`src/rtl/seg_scan_driver_if.sv`:
```
`default_nettype none
// ============================================================================
//  Module      : seg_scan_driver_if
//  Description : Digit inputs, blink control and multiplexed display outputs
//                of the 7-segment scan driver.
//  Revision    : 1.0 - initial release
// ============================================================================
interface seg_scan_driver_if;
    logic [6:0] d5;          // hour tens
    logic [6:0] d4;          // hour units
    logic [6:0] d3;          // minute tens
    logic [6:0] d2;          // minute units
    logic [6:0] d1;          // second tens
    logic [6:0] d0;          // second units
    logic [5:0] blink_mask;  // bit n = 1 makes digit n blink
    logic [6:0] seg;         // segments g..a, active-low
    logic       dp;          // decimal point, active-low
    logic [5:0] dig_sel;     // one-hot digit enable, active-low

    // Source of the digits (clock counter side)
    modport master (
        output d5, d4, d3, d2, d1, d0, blink_mask,
        input  seg, dp, dig_sel
    );

    // Display driver side
    modport slave (
        input  d5, d4, d3, d2, d1, d0, blink_mask,
        output seg, dp, dig_sel
    );
endinterface
`default_nettype wire

```
`src/rtl/seg_scan_driver.sv`:
```
`default_nettype none
// ============================================================================
//  Module      : seg_scan_driver
//  Description : Time-multiplexed six-digit 7-segment driver with frame-
//                synchronous digit capture, ghost blanking, leading-zero
//                blanking, separator decimal points and per-digit blinking.
//  Revision    : 1.0 - initial release
// ============================================================================
module seg_scan_driver #(
    parameter int         SCAN_DIV    = 50000,
    parameter int         BLANK_CYC   = 500,
    parameter int         BLINK_TICKS = 250,
    parameter int         LZ_BLANK    = 1,
    parameter logic [5:0] DP_MASK     = 6'b010100
) (
    input  wire logic        clk50,
    input  wire logic        key,
    seg_scan_driver_if.slave bus
);

    localparam int                 c_CNT_W   = (SCAN_DIV > 1) ? $clog2(SCAN_DIV) : 1;
    localparam int                 c_BLK_W   = (BLINK_TICKS > 1) ? $clog2(BLINK_TICKS) : 1;
    localparam logic [c_CNT_W-1:0] c_CNT_MAX = c_CNT_W'(SCAN_DIV - 1);
    localparam logic [c_CNT_W-1:0] c_BLANK   = c_CNT_W'(BLANK_CYC);
    localparam logic [c_BLK_W-1:0] c_BLK_MAX = c_BLK_W'(BLINK_TICKS - 1);
    localparam logic [2:0]         c_IDX_LAST = 3'd5;
    localparam logic [6:0]         c_SEG_OFF = 7'b1111111;
    localparam logic [5:0]         c_DIG_OFF = 6'b111111;

    logic [c_CNT_W-1:0] r_cnt;
    logic [2:0]         r_idx;
    logic [c_BLK_W-1:0] r_blink_cnt;
    logic               r_phase;
    logic [5:0][6:0]    r_snap;
    logic               r_load_pend;
    logic [6:0]         r_seg;
    logic               r_dp;
    logic [5:0]         r_dig_sel;

    logic               w_tick;
    logic               w_wrap;
    logic [5:0][6:0]    w_din;
    logic [6:0]         w_cur;
    logic               w_bm;
    logic               w_dpm;
    logic [5:0]         w_onehot;
    logic [6:0]         w_dec;
    logic               w_lz;
    logic               w_blk;
    logic [6:0]         w_seg;
    logic               w_dp;
    logic [5:0]         w_dig_sel;

    assign w_tick = (r_cnt == c_CNT_MAX);
    assign w_wrap = w_tick && (r_idx == c_IDX_LAST);
    assign w_din  = {bus.d5, bus.d4, bus.d3, bus.d2, bus.d1, bus.d0};

    // Prescaler, slot index, blink phase and frame-synchronous digit capture
    always_ff @(posedge clk50) begin
        if (key) begin
            r_cnt       <= '0;
            r_idx       <= '0;
            r_blink_cnt <= '0;
            r_phase     <= 1'b0;
            r_snap      <= '0;
            r_load_pend <= 1'b1;
        end else begin
            r_cnt <= w_tick ? '0 : r_cnt + 1'b1;
            if (w_tick) begin
                r_idx <= (r_idx == c_IDX_LAST) ? 3'd0 : r_idx + 3'd1;
                if (r_blink_cnt == c_BLK_MAX) begin
                    r_blink_cnt <= '0;
                    r_phase     <= ~r_phase;
                end else begin
                    r_blink_cnt <= r_blink_cnt + 1'b1;
                end
            end
            // Only at frame wrap (or right after reset) so a frame never mixes old and new digits
            if (r_load_pend || w_wrap) begin
                r_snap <= w_din;
            end
            r_load_pend <= 1'b0;
        end
    end

    // Select the per-slot digit, blink bit, dp bit and digit enable
    always_comb begin
        w_cur    = c_SEG_OFF;
        w_bm     = 1'b0;
        w_dpm    = 1'b0;
        w_onehot = 6'b000000;
        case (r_idx)
            3'd0: begin w_cur = r_snap[0]; w_bm = bus.blink_mask[0]; w_dpm = DP_MASK[0]; w_onehot = 6'b000001; end
            3'd1: begin w_cur = r_snap[1]; w_bm = bus.blink_mask[1]; w_dpm = DP_MASK[1]; w_onehot = 6'b000010; end
            3'd2: begin w_cur = r_snap[2]; w_bm = bus.blink_mask[2]; w_dpm = DP_MASK[2]; w_onehot = 6'b000100; end
            3'd3: begin w_cur = r_snap[3]; w_bm = bus.blink_mask[3]; w_dpm = DP_MASK[3]; w_onehot = 6'b001000; end
            3'd4: begin w_cur = r_snap[4]; w_bm = bus.blink_mask[4]; w_dpm = DP_MASK[4]; w_onehot = 6'b010000; end
            3'd5: begin w_cur = r_snap[5]; w_bm = bus.blink_mask[5]; w_dpm = DP_MASK[5]; w_onehot = 6'b100000; end
            default: ;
        endcase
    end

    // BCD to active-low segments (g..a); out-of-range values blank the digit
    always_comb begin
        w_dec = c_SEG_OFF;
        case (w_cur)
            7'd0: w_dec = 7'b1000000;
            7'd1: w_dec = 7'b1111001;
            7'd2: w_dec = 7'b0100100;
            7'd3: w_dec = 7'b0110000;
            7'd4: w_dec = 7'b0011001;
            7'd5: w_dec = 7'b0010010;
            7'd6: w_dec = 7'b0000010;
            7'd7: w_dec = 7'b1111000;
            7'd8: w_dec = 7'b0000000;
            7'd9: w_dec = 7'b0011000;
            default: w_dec = c_SEG_OFF;
        endcase
    end

    // Blanking rules and ghost window; everything dark until the first snapshot exists
    always_comb begin
        w_lz      = (LZ_BLANK != 0) && (r_idx == c_IDX_LAST) && (w_cur == 7'd0);
        w_blk     = r_phase && w_bm;
        w_seg     = (w_lz || w_blk) ? c_SEG_OFF : w_dec;
        w_dp      = ~(w_dpm && !w_lz && !w_blk);
        w_dig_sel = (r_cnt < c_BLANK) ? c_DIG_OFF : ~w_onehot;
        if (r_load_pend) begin
            w_seg     = c_SEG_OFF;
            w_dp      = 1'b1;
            w_dig_sel = c_DIG_OFF;
        end
    end

    // Registered outputs, one cycle behind the scan state
    always_ff @(posedge clk50) begin
        if (key) begin
            r_seg     <= c_SEG_OFF;
            r_dp      <= 1'b1;
            r_dig_sel <= c_DIG_OFF;
        end else begin
            r_seg     <= w_seg;
            r_dp      <= w_dp;
            r_dig_sel <= w_dig_sel;
        end
    end

    assign bus.seg     = r_seg;
    assign bus.dp      = r_dp;
    assign bus.dig_sel = r_dig_sel;

endmodule
`default_nettype wire

```
`src/flat_wrapper.sv`:
```
// flat-port wrapper written by rule: the top's interface ports become plain ports
module seg_scan_driver_flat 
#(
    parameter int         SCAN_DIV    = 50000,
    parameter int         BLANK_CYC   = 500,
    parameter int         BLINK_TICKS = 250,
    parameter int         LZ_BLANK    = 1,
    parameter logic [5:0] DP_MASK     = 6'b010100
)
  (clk50, key, bus_d5, bus_d4, bus_d3, bus_d2, bus_d1, bus_d0, bus_blink_mask, bus_seg, bus_dp, bus_dig_sel);
  seg_scan_driver_if bus_i ();
  input  wire logic clk50;
  input  wire logic key;
  input wire logic [$bits(bus_i.d5)-1:0] bus_d5;
  input wire logic [$bits(bus_i.d4)-1:0] bus_d4;
  input wire logic [$bits(bus_i.d3)-1:0] bus_d3;
  input wire logic [$bits(bus_i.d2)-1:0] bus_d2;
  input wire logic [$bits(bus_i.d1)-1:0] bus_d1;
  input wire logic [$bits(bus_i.d0)-1:0] bus_d0;
  input wire logic [$bits(bus_i.blink_mask)-1:0] bus_blink_mask;
  output wire logic [$bits(bus_i.seg)-1:0] bus_seg;
  output wire logic [$bits(bus_i.dp)-1:0] bus_dp;
  output wire logic [$bits(bus_i.dig_sel)-1:0] bus_dig_sel;
  assign bus_i.d5 = bus_d5;
  assign bus_i.d4 = bus_d4;
  assign bus_i.d3 = bus_d3;
  assign bus_i.d2 = bus_d2;
  assign bus_i.d1 = bus_d1;
  assign bus_i.d0 = bus_d0;
  assign bus_i.blink_mask = bus_blink_mask;
  assign bus_seg = bus_i.seg;
  assign bus_dp = bus_i.dp;
  assign bus_dig_sel = bus_i.dig_sel;
  seg_scan_driver #(.SCAN_DIV(SCAN_DIV), .BLANK_CYC(BLANK_CYC), .BLINK_TICKS(BLINK_TICKS), .LZ_BLANK(LZ_BLANK), .DP_MASK(DP_MASK)) u_core (.clk50(clk50), .key(key), .bus(bus_i));
endmodule
```
`config.mk`:
```
export PLATFORM = sky130hd
export DESIGN_NAME = seg_scan_driver_flat
export DESIGN_NICKNAME = d
export VERILOG_FILES = /design/src/rtl/seg_scan_driver_if.sv /design/src/rtl/seg_scan_driver.sv /design/src/flat_wrapper.sv
export SDC_FILE = /design/constraint.sdc
export NUM_CORES = 1
export LEC_CHECK = 0
export CAP_MARGIN = 40
export CORE_UTILIZATION = 48
export DETAILED_ROUTE_END_ITERATION = 8
export GPL_TIMING_DRIVEN = 0
export PLACE_DENSITY = 0.8
export SLEW_MARGIN = 20
export SYNTH_ARGS = -nofsm -noshare
export SYNTH_HDL_FRONTEND = slang
export SYNTH_SLANG_ARGS = --single-unit
```
`constraint.sdc`:
```
create_clock -name clk50 -period 2.37 [get_ports clk50]
set_input_delay 0.5925 -clock clk50 [delete_from_list [all_inputs] [get_ports clk50]]
set_output_delay 0.5925 -clock clk50 [all_outputs]
set_load 0.02 [all_outputs]
```
# Yosys cells after proc, flatten, opt, wreduce, memory -nomap -nowiden
# Memories as Yosys holds them, arrays and structs flattened. A register that Yosys moved wholly into a read port is not among the register bits.
# Cells that the tools add are included.
# totals
register_bits	78
rom_bits	112
in_bits	50
output_inout_bits	14
elab_cells	54
memories	1
# classes
addsub	3
n_lt_le_gt_ge	1
eq_ne	7
muxes	7
n_bitwise	4
reduce_logical	18
# mem_list
memory	depth	width	read_ports	rd_ports_with_merged_regs	wr	line_no	rtl
(no name shown)	16	7	1	1	0	seg_scan_driver.sv:106	case (w_cur)
# op_table
op	n
$pmux 7 s6	1
$pmux 6 s6	1
$add 16x1->16 const B	1
$eq 16x16->1 const B	1
$lt 16x9->1 const B	1
$add 8x1->8 const B	1
$eq 8x8->1 const B	1
$mux 8	1
$logic_not 7->1	1
$eq 3x2->1 const B	2
$eq 3x3->1 const B	2
$logic_not 3->1	2
$not 6->6	1
$pmux 1 s6	1
$reduce_or 2->1	3
$logic_and 1x1->1	5
$reduce_or 4->1	1
$add 3x1->3 const B	1
$eq 3x1->1 const B	1
$mux 3	1
$not 1->1	3
$reduce_or 3->1	1
$logic_not 1->1	2
$logic_or 1x1->1	2
other kinds (2)	3

# Longest topological paths before layout
# logic_depth
depth_word	8
ltp_mapped	14
mapped_depth_nobuf	12

# Worst setup path after synthesis
# No wires, ideal clock.
# synth_timing
path_kind	reg-to-reg
from	register u_core.r_idx[2]
to	register u_core.r_seg[3] (netlist: u_core.bus.seg[3])
setup_time_ns	0.140
arrival_time_ns	2.429
required_time_ns	2.230
slack_ns	-0.199
path_stages_with_launch	13
path_buffers	3
period_less_slack_ns	2.569
path_cell_list	dfxtp_1 > buf_4 > buf_4 > inv_1 > ha_1 > clkbuf_1 > nor2b_1 > a211oi_1 > o211a_1 > ha_1 > or3_1 > a21oi_1 > o21ai_0
# synth_via
elab_chain_len	6
# synth_rtl
element	line_no	rtl
from (decl)	seg_scan_driver.sv:31	logic [2:0] r_idx;
from (signal assigned)	seg_scan_driver.sv:70	r_idx <= (r_idx == c_IDX_LAST) ? 3'd0 : r_idx + 3'd1;
$eq 3x3->1, or another cell as far along	seg_scan_driver.sv:92, seg_scan_driver.sv:123	
$pmux 7 s6	seg_scan_driver.sv:92	case (r_idx)
$logic_not 7->1	seg_scan_driver.sv:123	w_lz = (LZ_BLANK != 0) && (r_idx == c_IDX_LAST) && (w_cur == 7'd0);
$logic_and 1x1->1	seg_scan_driver.sv:123	
$logic_or 1x1->1	seg_scan_driver.sv:125	w_seg = (w_lz || w_blk) ? c_SEG_OFF : w_dec;
$reduce_or 4->1 (no source line)	n/a	
to (decl)	seg_scan_driver.sv:36	logic [6:0] r_seg;
# Several ways; a longest one is shown, not always the timed one.
# A chain may end at the register's enable or synchronous reset.

# Worst setup path after layout
# layout_timing
from	register u_core.r_idx[1]
to	register u_core.r_seg[3] (netlist: u_core.bus.seg[3])
# The elaborated chain is that of the path after synthesis.

==> reports/qor.csv <==
metric;value;unit
CTS Sinks;85;
Ports;64;
# diodes;0;
Critical Path AT;2.60;ns
Gate Count Post-Synth;459;
DRC;0;
status;complete, no violations;
Slew Viols, Final;0;
post-synthesis cell type count;49;
post-DP HPWL;6630;microns
largest net degree at the start of global routing;15;
Mean Syn Cell Area;8.18;sq um
Synth Area in XOR/XNOR;0.0490;
vias in the first global route;3338;
Routed WL;9540;microns
drt wl/cell;14.7;microns
Row Count;31;
Synth Warn #;0;
total number of vias;3529;
sequential area share after synthesis;0.453;
first-pass GRT wire length;15400;microns
Synth Area in Simple Gates;0.248;
post-route ant nets;0;
IO buf count;63;
gp weighted congestion;0.908;
Layout Skew;0.0102;ns
clock-pin slew on the worst setup and hold paths;0.08;ns
Min Hold Slack;0.456;ns
Final Critical Period;2.35;ns
placed cell count;621;
cell area after synthesis;3750;sq um
Tcrit/Tclk final;0.991;
critical path endpoint category;register;
DRT iter0 DRCs;227;
crit start category;register;
Max transition margin;0.440;
grt total ovfl;0;
WP data required;2.62;ns
Max rail drop VDD;0.000344;V
post-layout util;0.662;
peak fanout along the critical path;7;
post-route insts no fill;650;
Leak;0.00187;uW
max-cap check violation count;0;
Inserted Clock Buffers;9;
Die Wd;90.4;microns
Synth Flop Type;dfxtp_1;
initial core utilization;0.507;
largest family of logic cells by synthesized area;simple AND/OR/NAND/NOR gates;
Post-CTS Hold Fix Bufs;0;
multiplexer share of the synthesized area;0.0280;
Compound-Gate Fraction of Synth Area;0.142;
# setup viols final;0;
Async SR Flop Fraction;0;
Fin. Hold Viols;0;
EDFF count, synth;0;
layout cells sized above 1;0.118;
Crit Path Class;register to register;
Final nets;605;
core footprint;7410;sq um
clock latency on the worst-skew pair;0.35;ns
synthesis-stage register bit count;85;
TritonCTS clock tree;built;
commonest non-fill, non-tap cells in the layout;nand2_1, dfxtp_1, clkdlybuf4s50_1;
antenna violations before repair;0;
Fmax;426;MHz
area grow syn2layout;30.6;%
GRT Util Overall;0.236;
DIE HEIGHT;90.4;microns
deepest clock path buffer count;2;
First-pass DRT Iterations;5;
Root Buffer;clkbuf_8;
Die Area;8180;sq um
Hold Path Class;register to register;
Worst Tran Pin Value;0.835;ns
DR vias/cell;5.43;
H-tree depth;3;
syn nets;518;
PwrDens;579;nW/um^2
post-synthesis adder-cell area fraction;0.0300;
RSZ-0062 raised after global routing;true;
commonest non-fill, non-tap cell in the layout;nand2_1;
[Yosys cell counts (all sizes together) (2+ instances only)]
master,number,share of area
xor2,13,0.030
or3,5,0.0083
and3,6,0.010
clkbuf,14,0.014
nand3,14,0.019
o21ai,14,0.019
nand3b,3,0.0060
o211ai,4,0.0080
or2,2,0.0033
ha,9,0.030
a221oi,5,0.012
nor3,6,0.0080
nand4,5,0.0083
inv,10,0.010
a21oi,54,0.072
a211oi,3,0.0060
dfxtp,85,0.45
buf,13,0.024
xnor2,8,0.019
nor2,40,0.041
nor2b,4,0.0067
nor4,3,0.013
o22ai,2,0.0033
and3b,2,0.0047
nand2b,2,0.0033
nand2,108,0.11
mux2,4,0.012
mux2i,6,0.016
[sequential cells by signal, summed over array words and instances, names as in the netlist]
signal              cells
u_core.r_idx            3
u_core.bus.dp           1
u_core.r_cnt           16
u_core.r_snap          42
u_core.bus.dig_sel      6
u_core.bus.seg          7
u_core.r_phase          1
u_core.r_blink_cnt      8
u_core.r_load_pend      1
[layer usage]
metal	global-route usage	share of wire	wire length [microns]
met3	0.0345	0.061	585
met5	0	0	0
met2	0.394	0.48	4610
met4	0.108	0.027	259
met1	0.299	0.43	4080
[report_power, final]
part / total, uW / leakage (uW) / internal, uW / switching (uW)
sequential: 1510 / 0.000697 / 1480 / 29.0
clock: 1020 / 0.0000942 / 519 / 505
combinational: 306 / 0.00108 / 161 / 145
[metrics by stage]
stage	area [sq um]	power, uW	worst slack, ns	setup TNS [ns]
CTS	4810	2820	0.0150	0
finish	4900	2840	0.0207	0
global route	4900	2930	-0.0406	-0.0971
floorplan	3780	1680	0.0188	0
detailed placement	4530	1820	-0.284	-3.40
global placement	4530	1820	-0.260	-2.61
[cells by family after synthesis]
kind of cell | count (synthesis)
simple gates | 204
compound gates | 92
flops | 85
buf+inv | 38
xor+xnor | 21
mux | 10
fa+ha+maj | 9
[worst max-delay path: stages (launching register included)]
cell,delay [ns]
dfxtp_4,0.36
buf_6,0.13
inv_6,0.09
nor2_4,0.04
ha_4,0.15
buf_8,0.13
nor2b_4,0.14
a211oi_1,0.06
o211a_1,0.30
ha_1,0.23
or3_4,0.39
a21oi_1,0.14
o21ai_0,0.08
[cell type report]
class                   instances  area [sq um]
flip-flops and latches         85          1710
clock inverters                 3          43.8
repair buffers                 77           737
clock buffers                  13           149
fillers                       601          2510
plain buffers                  26           160
well taps                      99           124
inverters                      11          53.8
multi-input cells             336          1920
[path summary, 6_finish.rpt]
| check | from | to | cells past startpoint | slack, ns |
|---|---|---|---|---|
| setup / recovery | u_core.r_idx[1] | u_core.bus.seg[3] | 12 | 0.02 |
| hold / removal | u_core.r_cnt[0] | u_core.r_cnt[0] | 1 | 0.46 |
| setup reg to reg | u_core.r_idx[1] | u_core.bus.seg[3] | 12 | 0.02 |
| hold reg to reg | u_core.r_cnt[0] | u_core.r_cnt[0] | 1 | 0.46 |
[repair_timing]
item	4_1_cts	5_1_grt
gates cloned	0	1
gates resized for setup	11	17
endpoints found under the setup margin	7	8
setup buffers	9	5
pin swaps	5	7
Power figures use the tool's default switching activity.
